===== src/rtl/lin_pkg.sv =====
// Shared definitions for the LIN master frame sequencer: state encoding,
// fixed byte values, error codes and the PID / checksum arithmetic.
package lin_pkg;

    typedef enum logic [2:0] {
        ST_IDLE,
        ST_BREAK,
        ST_DELIM,
        ST_REQ,
        ST_GUARD,
        ST_WAIT_ACK,
        ST_ABORT
    } lin_state_e;

    localparam logic [7:0] SYNC_BYTE    = 8'h55;
    localparam logic [1:0] ERR_NONE     = 2'd0;
    localparam logic [1:0] ERR_READBACK = 2'd1;
    localparam logic [1:0] ERR_TIMEOUT  = 2'd2;

    function automatic logic [7:0] lin_pid(input logic [5:0] id);
        logic p0;
        logic p1;
        p0 = id[0] ^ id[1] ^ id[2] ^ id[4];
        p1 = ~(id[1] ^ id[3] ^ id[4] ^ id[5]);
        return {p1, p0, id};
    endfunction

    // End-around carry: a sum above 255 wraps to sum - 255.
    function automatic logic [7:0] lin_csum_add(input logic [7:0] a, input logic [7:0] b);
        logic [8:0] s;
        s = {1'b0, a} + {1'b0, b};
        return s[7:0] + {7'd0, s[8]};
    endfunction

endpackage


===== src/rtl/lin_csum_acc.sv =====
// LIN checksum accumulator: clear, add one byte per cycle, inverted result.
module lin_csum_acc
    import lin_pkg::*;
(
    input  logic       clk,
    input  logic       rst,
    input  logic       clr,
    input  logic       add,
    input  logic [7:0] add_data,
    output logic [7:0] csum
);

    logic [7:0] acc;

    always_ff @(posedge clk or posedge rst) begin
        if (rst) begin
            acc <= 8'd0;
        end else if (clr) begin
            acc <= 8'd0;
        end else if (add) begin
            acc <= lin_csum_add(acc, add_data);
        end
    end

    assign csum = ~acc;

endmodule


===== src/rtl/lin_frame_tx_ctrl.sv =====
// LIN master frame sequencer: break/delimiter via serializer bypass, then
// sync, PID, data and checksum over the byte req/ack handshake.
module lin_frame_tx_ctrl
    import lin_pkg::*;
#(
    parameter int MAX_DATA    = 8,
    parameter int BREAK_BITS  = 13,
    parameter int DELIM_BITS  = 1,
    parameter int ACK_TIMEOUT = 12
) (
    input  logic                  clk,
    input  logic                  rst,
    input  logic                  bit_tick,
    input  logic                  start,
    input  logic [5:0]            frame_id,
    input  logic [3:0]            data_len,
    input  logic                  enhanced,
    input  logic [8*MAX_DATA-1:0] frame_data,
    output logic                  busy,
    output logic                  done,
    output logic                  err,
    output logic [1:0]            err_code,
    output logic                  bypass,
    output logic                  bypass_data,
    output logic                  byte_req,
    output logic [7:0]            byte_data,
    input  logic                  byte_ack,
    input  logic                  byte_err
);

    localparam logic [3:0] MAX_LEN  = 4'(MAX_DATA);
    localparam logic [7:0] BREAK_LD = 8'(BREAK_BITS);
    localparam logic [7:0] DELIM_LD = 8'(DELIM_BITS);
    localparam logic [7:0] ACK_LD   = 8'(ACK_TIMEOUT);

    lin_state_e  state, state_nx;
    logic [7:0]  cnt, cnt_nx;
    logic [3:0]  idx, idx_nx;
    logic [3:0]  len_q, last_idx;
    logic [2:0]  data_k;
    logic [7:0]  pid_q, csum, byte_sel;
    logic        enh_q, start_ok, acc_add;
    logic [63:0] data_q;
    logic        busy_nx, done_nx, err_nx, bypass_nx, bypass_data_nx, byte_req_nx;
    logic [1:0]  err_code_nx;
    logic [7:0]  byte_data_nx;

    assign start_ok = (state == ST_IDLE) && start;
    // Header-only frames (len 0) carry no checksum byte.
    assign last_idx = (len_q == 4'd0) ? 4'd1 : len_q + 4'd2;
    assign data_k   = 3'(idx_nx - 4'd2);

    always_ff @(posedge clk or posedge rst) begin
        if (rst) begin
            len_q  <= 4'd0;
            pid_q  <= 8'd0;
            enh_q  <= 1'b0;
            data_q <= 64'd0;
        end else if (start_ok) begin
            len_q  <= (data_len > MAX_LEN) ? MAX_LEN : data_len;
            pid_q  <= lin_pid(frame_id);
            enh_q  <= enhanced && (frame_id != 6'h3C) && (frame_id != 6'h3D);
            data_q <= 64'(frame_data);
        end
    end

    always_comb begin
        byte_sel = csum;
        if (idx_nx == 4'd0) begin
            byte_sel = SYNC_BYTE;
        end else if (idx_nx == 4'd1) begin
            byte_sel = pid_q;
        end else if (idx_nx <= len_q + 4'd1) begin
            byte_sel = data_q[{data_k, 3'b000} +: 8];
        end
        acc_add = (state_nx == ST_REQ) &&
                  (((idx_nx == 4'd1) && enh_q) ||
                   ((idx_nx >= 4'd2) && (idx_nx <= len_q + 4'd1)));
    end

    lin_csum_acc u_csum (
        .clk      (clk),
        .rst      (rst),
        .clr      (start_ok),
        .add      (acc_add),
        .add_data (byte_sel),
        .csum     (csum)
    );

    always_comb begin
        state_nx    = state;
        cnt_nx      = cnt;
        idx_nx      = idx;
        err_code_nx = err_code;
        done_nx     = 1'b0;
        err_nx      = 1'b0;
        case (state)
            ST_IDLE: if (start) begin
                state_nx    = ST_BREAK;
                cnt_nx      = BREAK_LD;
                err_code_nx = ERR_NONE;
            end
            ST_BREAK: if (bit_tick) begin
                if (cnt <= 8'd1) begin
                    state_nx = ST_DELIM;
                    cnt_nx   = DELIM_LD;
                end else begin
                    cnt_nx = cnt - 8'd1;
                end
            end
            ST_DELIM: if (bit_tick) begin
                if (cnt <= 8'd1) begin
                    state_nx = ST_REQ;
                    idx_nx   = 4'd0;
                    cnt_nx   = ACK_LD;
                end else begin
                    cnt_nx = cnt - 8'd1;
                end
            end
            // The ack timer starts with the request; ticks in REQ/GUARD count.
            ST_REQ, ST_GUARD: begin
                state_nx = (state == ST_REQ) ? ST_GUARD : ST_WAIT_ACK;
                if (bit_tick && (cnt > 8'd1)) cnt_nx = cnt - 8'd1;
            end
            ST_WAIT_ACK: begin
                if (byte_err) begin
                    state_nx    = ST_ABORT;
                    err_code_nx = ERR_READBACK;
                end else if (byte_ack) begin
                    if (idx == last_idx) begin
                        state_nx = ST_IDLE;
                        done_nx  = 1'b1;
                    end else begin
                        state_nx = ST_REQ;
                        idx_nx   = idx + 4'd1;
                        cnt_nx   = ACK_LD;
                    end
                end else if ((cnt == 8'd0) || (bit_tick && (cnt == 8'd1))) begin
                    state_nx    = ST_ABORT;
                    err_code_nx = ERR_TIMEOUT;
                end else if (bit_tick) begin
                    cnt_nx = cnt - 8'd1;
                end
            end
            ST_ABORT: if (bit_tick) begin
                state_nx = ST_IDLE;
                err_nx   = 1'b1;
            end
            default: state_nx = ST_IDLE;
        endcase

        busy_nx        = (state_nx != ST_IDLE);
        bypass_nx      = (state_nx == ST_BREAK) || (state_nx == ST_DELIM) || (state_nx == ST_ABORT);
        bypass_data_nx = (state_nx != ST_BREAK);
        byte_req_nx    = (state_nx == ST_REQ);
        byte_data_nx   = (state_nx == ST_REQ) ? byte_sel : byte_data;
    end

    always_ff @(posedge clk or posedge rst) begin
        if (rst) begin
            state       <= ST_IDLE;
            cnt         <= 8'd0;
            idx         <= 4'd0;
            busy        <= 1'b0;
            done        <= 1'b0;
            err         <= 1'b0;
            err_code    <= ERR_NONE;
            bypass      <= 1'b0;
            bypass_data <= 1'b1;
            byte_req    <= 1'b0;
            byte_data   <= 8'd0;
        end else begin
            state       <= state_nx;
            cnt         <= cnt_nx;
            idx         <= idx_nx;
            busy        <= busy_nx;
            done        <= done_nx;
            err         <= err_nx;
            err_code    <= err_code_nx;
            bypass      <= bypass_nx;
            bypass_data <= bypass_data_nx;
            byte_req    <= byte_req_nx;
            byte_data   <= byte_data_nx;
        end
    end

endmodule

===== config.mk =====
export PLATFORM = sky130hd
export DESIGN_NAME = lin_frame_tx_ctrl
export DESIGN_NICKNAME = d
export VERILOG_FILES = /design/src/rtl/lin_pkg.sv /design/src/rtl/lin_csum_acc.sv /design/src/rtl/lin_frame_tx_ctrl.sv
export SDC_FILE = /design/constraint.sdc
export NUM_CORES = 1
export LEC_CHECK = 0
export CAP_MARGIN = 20
export CORE_MARGIN = 5
export CORE_UTILIZATION = 45
export CTS_BUF_LIST = sky130_fd_sc_hd__clkbuf_4 sky130_fd_sc_hd__clkbuf_8 sky130_fd_sc_hd__clkbuf_16
export DETAILED_ROUTE_END_ITERATION = 10
export PLACE_DENSITY = 0.77
export SYNTH_ARGS = -nofsm -noshare
export SYNTH_HDL_FRONTEND = slang
export SYNTH_SLANG_ARGS = --single-unit

===== constraint.sdc =====
create_clock -name clk -period 13.65 [get_ports clk]
set_input_delay 2.0475 -clock clk [delete_from_list [all_inputs] [get_ports clk]]
set_output_delay 2.0475 -clock clk [all_outputs]
set_load 0.01 [all_outputs]

==> results.yml <==
sta:
  tightest_slew_ps: 737.4
  finalWorstPathRequiredPeriod_ps: 7873
  fmax_ghz: 0.1270
  min_period_over_period_pct: 57.68
  grt_setup_unrepaired: "no"
  skew_ps: 10.44
  finalMaxSlewViolations: 0
  whs_ps: 466.0
  relSlewSlack_pct: 50.84
  fin_setup_tns_ps: 0
  finalHoldViolations: 0
  final-setup-viol-count: 0
pwr:
  p_leak_uw: 0.003931
  p_per_area_nw_per_um2: 246.3
  finalPower_uw: 2049
  ir_drop_uv: 133.7
die:
  die_h_um: 131.4
  rows: 44
  initial_core_util_pct: 45.79
  fp.dieW_um: 131.4
  dieArea_um2: 17260
  design.core.area_um2: 14480
  num_io_pins: 97
worst_setup_path:
  startpoint_type: "input pin"
  r2r_setup_slack_ps: 6750
  crit_fanout: 27
  crit_path_end_kind: "flip-flop"
  required_ps: 13960
  regToRegStartpoint: "len_q[1]$_DFFE_PP0P_"
  ff2ff_path_depth: 32
  path_class: "input pin to flip-flop"
  critical-path-max-stage-delay_ps: 490
  r2r-end: "u_csum.acc[7]$_DFFE_PP0P_"
  crit_arrival_ps: 8180
  startpoint: "byte_err"
  cp-endpoint: "u_csum.acc[7]$_DFFE_PP0P_"
  slowest_stage: "clkdlybuf4s50_1"
logic_synthesis:
  synth_top_family_by_area: "simple AND/OR/NAND/NOR gates"
  synth_area_per_cell_um2: 8.414
  synth_edf_count: 0
  synthArstFlopShare_pct: 100.0
  synth.net_count: 894
  synth_xor_area_share_pct: 2.774
  syn-instance-count: 788
  netlist_area_um2: 6630
  synth_compound_area_share_pct: 16.25
  yosys_warnings: 0
  synth_fa_ha_area_share_pct: 4.831
  ys_ff_latch: 116
  yosysUniqueCellTypes: 77
  synth_mux_area_share_pct: 3.246
  yosysSeqAreaShare_pct: 43.80
  synth-simple-area-share_pct: 24.93
  synth_ff_type: "dfrtp_1"
cells_and_area:
  fillers: 1229
  final_util_pct: 57.44
  final_cell_area_um2: 8317
  syn_to_final_growth_pct: 25.44
  drive_above_1_share_pct: 7.814
  diodes: 0
  nNetsFinal: 977
placed_design:
  gp_congestion: 0.9076
  place_area_um2: 7689
  port-buffer-count: 96
  dpl.hpwl_mm: 12.66
clock_network:
  cts_tree: "done"
  cts.clk_slew.worst_paths_ps: 50
  cts_hold_buf: 0
  cts_root_buf: "clkbuf_16"
  cts_buffers: 17
  cts_buffer_depth: 2
  cts_resized: 0
  cts_setup_buffers: 0
  cts.sinks: 116
  clock_latency_ps: 420
  cts_max_level: 4
detailed_routing:
  wl_mm: 17.47
  dr.first_iter.drc_count: 418
  firstDrtPassIters: 5
  wl_per_cell_um: 16.37
  drc: 0
  vias: 5818
  drtAntennaViolNets: 0
  viasPerCell: 5.453
flow_run:
  drv_cap: 0
global_routing:
  grt-ovfl-total: 0
  grt_pass1_wl_mm: 28.36
  grt_antenna_before_repair: 0
  grt_start_max_net_pins: 64
  track_usage_pct: 20.04
  grt_pass1_vias: 5484
worst_hold_path:
  hp-class: "flip-flop to flip-flop"
status:
  status: "completed"
per-layer routing:
layer	GRT usage (%)	routed length, um	vias to the layer above
li1	-	-	2861
met1	28.31	8099	2712
met2	29.63	7789	217
met3	5.199	1203	28
met4	7.657	374	0
met5	0	0	-
worst min-delay path by stage:
stage | startpoint | to | cells after the start
detailed placement | data_q[13]$_DFFE_PP0P_ | data_q[13]$_DFFE_PP0P_ | 2
floorplan | data_q[13]$_DFFE_PP0P_ | data_q[13]$_DFFE_PP0P_ | 2
global route | cnt[7]$_DFFE_PP0P_ | cnt[7]$_DFFE_PP0P_ | 1
finish | data_q[13]$_DFFE_PP0P_ | data_q[13]$_DFFE_PP0P_ | 2
CTS | data_q[13]$_DFFE_PP0P_ | data_q[13]$_DFFE_PP0P_ | 2
global placement | data_q[13]$_DFFE_PP0P_ | data_q[13]$_DFFE_PP0P_ | 2
cell families after synthesis:
group	after synthesis
compound gates	167
xor+xnor	21
fa+ha+maj	25
buf+inv	66
flops	116
mux	20
simple gates	373
critical path, delay by kind of cell:
| kind | cells | cell delay, ps |
|---|---|---|
| xor gates and xnor gates | 1 | 120 |
| and+or+nand+nor | 12 | 2350 |
| buffers and inverters | 3 | 740 |
| adders and majority gates | 4 | 1030 |
| AOI/OAI and AO/OA | 11 | 1850 |
stage by stage:
stage          std cells  worst slack, ps
2_1_floorplan        788             6612
3_3_place_gp        1035             5739
3_5_place_dp        1035             5368
4_1_cts             1066             5831
5_1_grt             1067             5302
6_report            1067             5777
power by group:
group	switching (uW)	leakage [uW]	internal (uW)
registers	131	0.00146	495
logic	569	0.00217	384
clock network	160	0.000298	308
total	861	0.00393	1190
Yosys cell counts, types with 3 or more instances:
cell type  instances  area (um^2)
xnor2_1           14        122.6
a21o_1             8        60.06
nand4_1           10        62.56
a31oi_1            5        31.28
nor2_1            28        105.1
o21ai_1           11        55.05
a21boi_0           3        22.52
ha_1              24        300.3
clkbuf_1          25        93.84
and3_1             9        56.30
o22a_1             3        26.28
a222oi_1           4        40.04
nand2b_1           6        37.54
nand3b_1           3        22.52
o31a_1             3        26.28
mux2_1             3        33.78
nand2_1          256        960.9
nor2b_1            4        25.02
a211o_1            3        26.28
buf_2              5        25.02
o31ai_1            3        22.52
o22ai_1            5        31.28
a21oi_1           35        175.2
dfrtp_1          115         2878
a32oi_1            4        35.03
inv_1             28        105.1
mux2_2             5        56.30
mux2i_1           11        110.1
and2_1             5        31.28
o21ai_0           53        265.3
nor3_1             8        40.04
xor2_1             7        61.31
nand3_1           24        120.1
layout make-up:
class | instances | area, um^2 | share of cell area [%]
repair buffers | 100 | 988.4 | 11.89
well taps | 184 | 230.2 | 2.768
flip-flops and latches | 116 | 2904 | 34.92
inverters | 30 | 115.1 | 1.384
multi-input cells | 606 | 3456 | 41.55
clock buffers | 18 | 439.2 | 5.281
clock inverters | 13 | 183.9 | 2.212
sequential cells by signal, summed over array words and instances (netlist names), 2 cells and up:
| signal | count |
|---|---|
| idx | 4 |
| data_q | 64 |
| pid_q | 8 |
| cnt | 8 |
| err_code | 2 |
| byte_data | 8 |
| state | 3 |
| len_q | 4 |
| u_csum.acc | 8 |
placed cells by master, fill, tap and decap left out, types with 4 or more instances in the layout:
master	netlist	final
a222oi_1	4	4
nor3_1	8	8
ha_1	24	24
and2_1	5	5
dfrtp_1	115	115
a31oi_1	5	5
nand4_1	10	10
mux2_2	5	5
bufinv_16	0	4
nand3_1	24	23
xnor2_1	14	14
o22ai_1	5	5
a32oi_1	4	4
xor2_1	7	7
a21o_1	8	8
clkdlybuf4s50_1	0	96
a21oi_1	35	35
clkbuf_16	0	17
mux2i_1	11	11
nor2_1	28	28
o21ai_0	53	53
nor2b_1	4	4
and3_1	9	8
nand2b_1	6	6
inv_1	28	27
nand2_1	256	256
o21ai_1	11	11
Note: power is estimated with default switching activity, not from simulation.
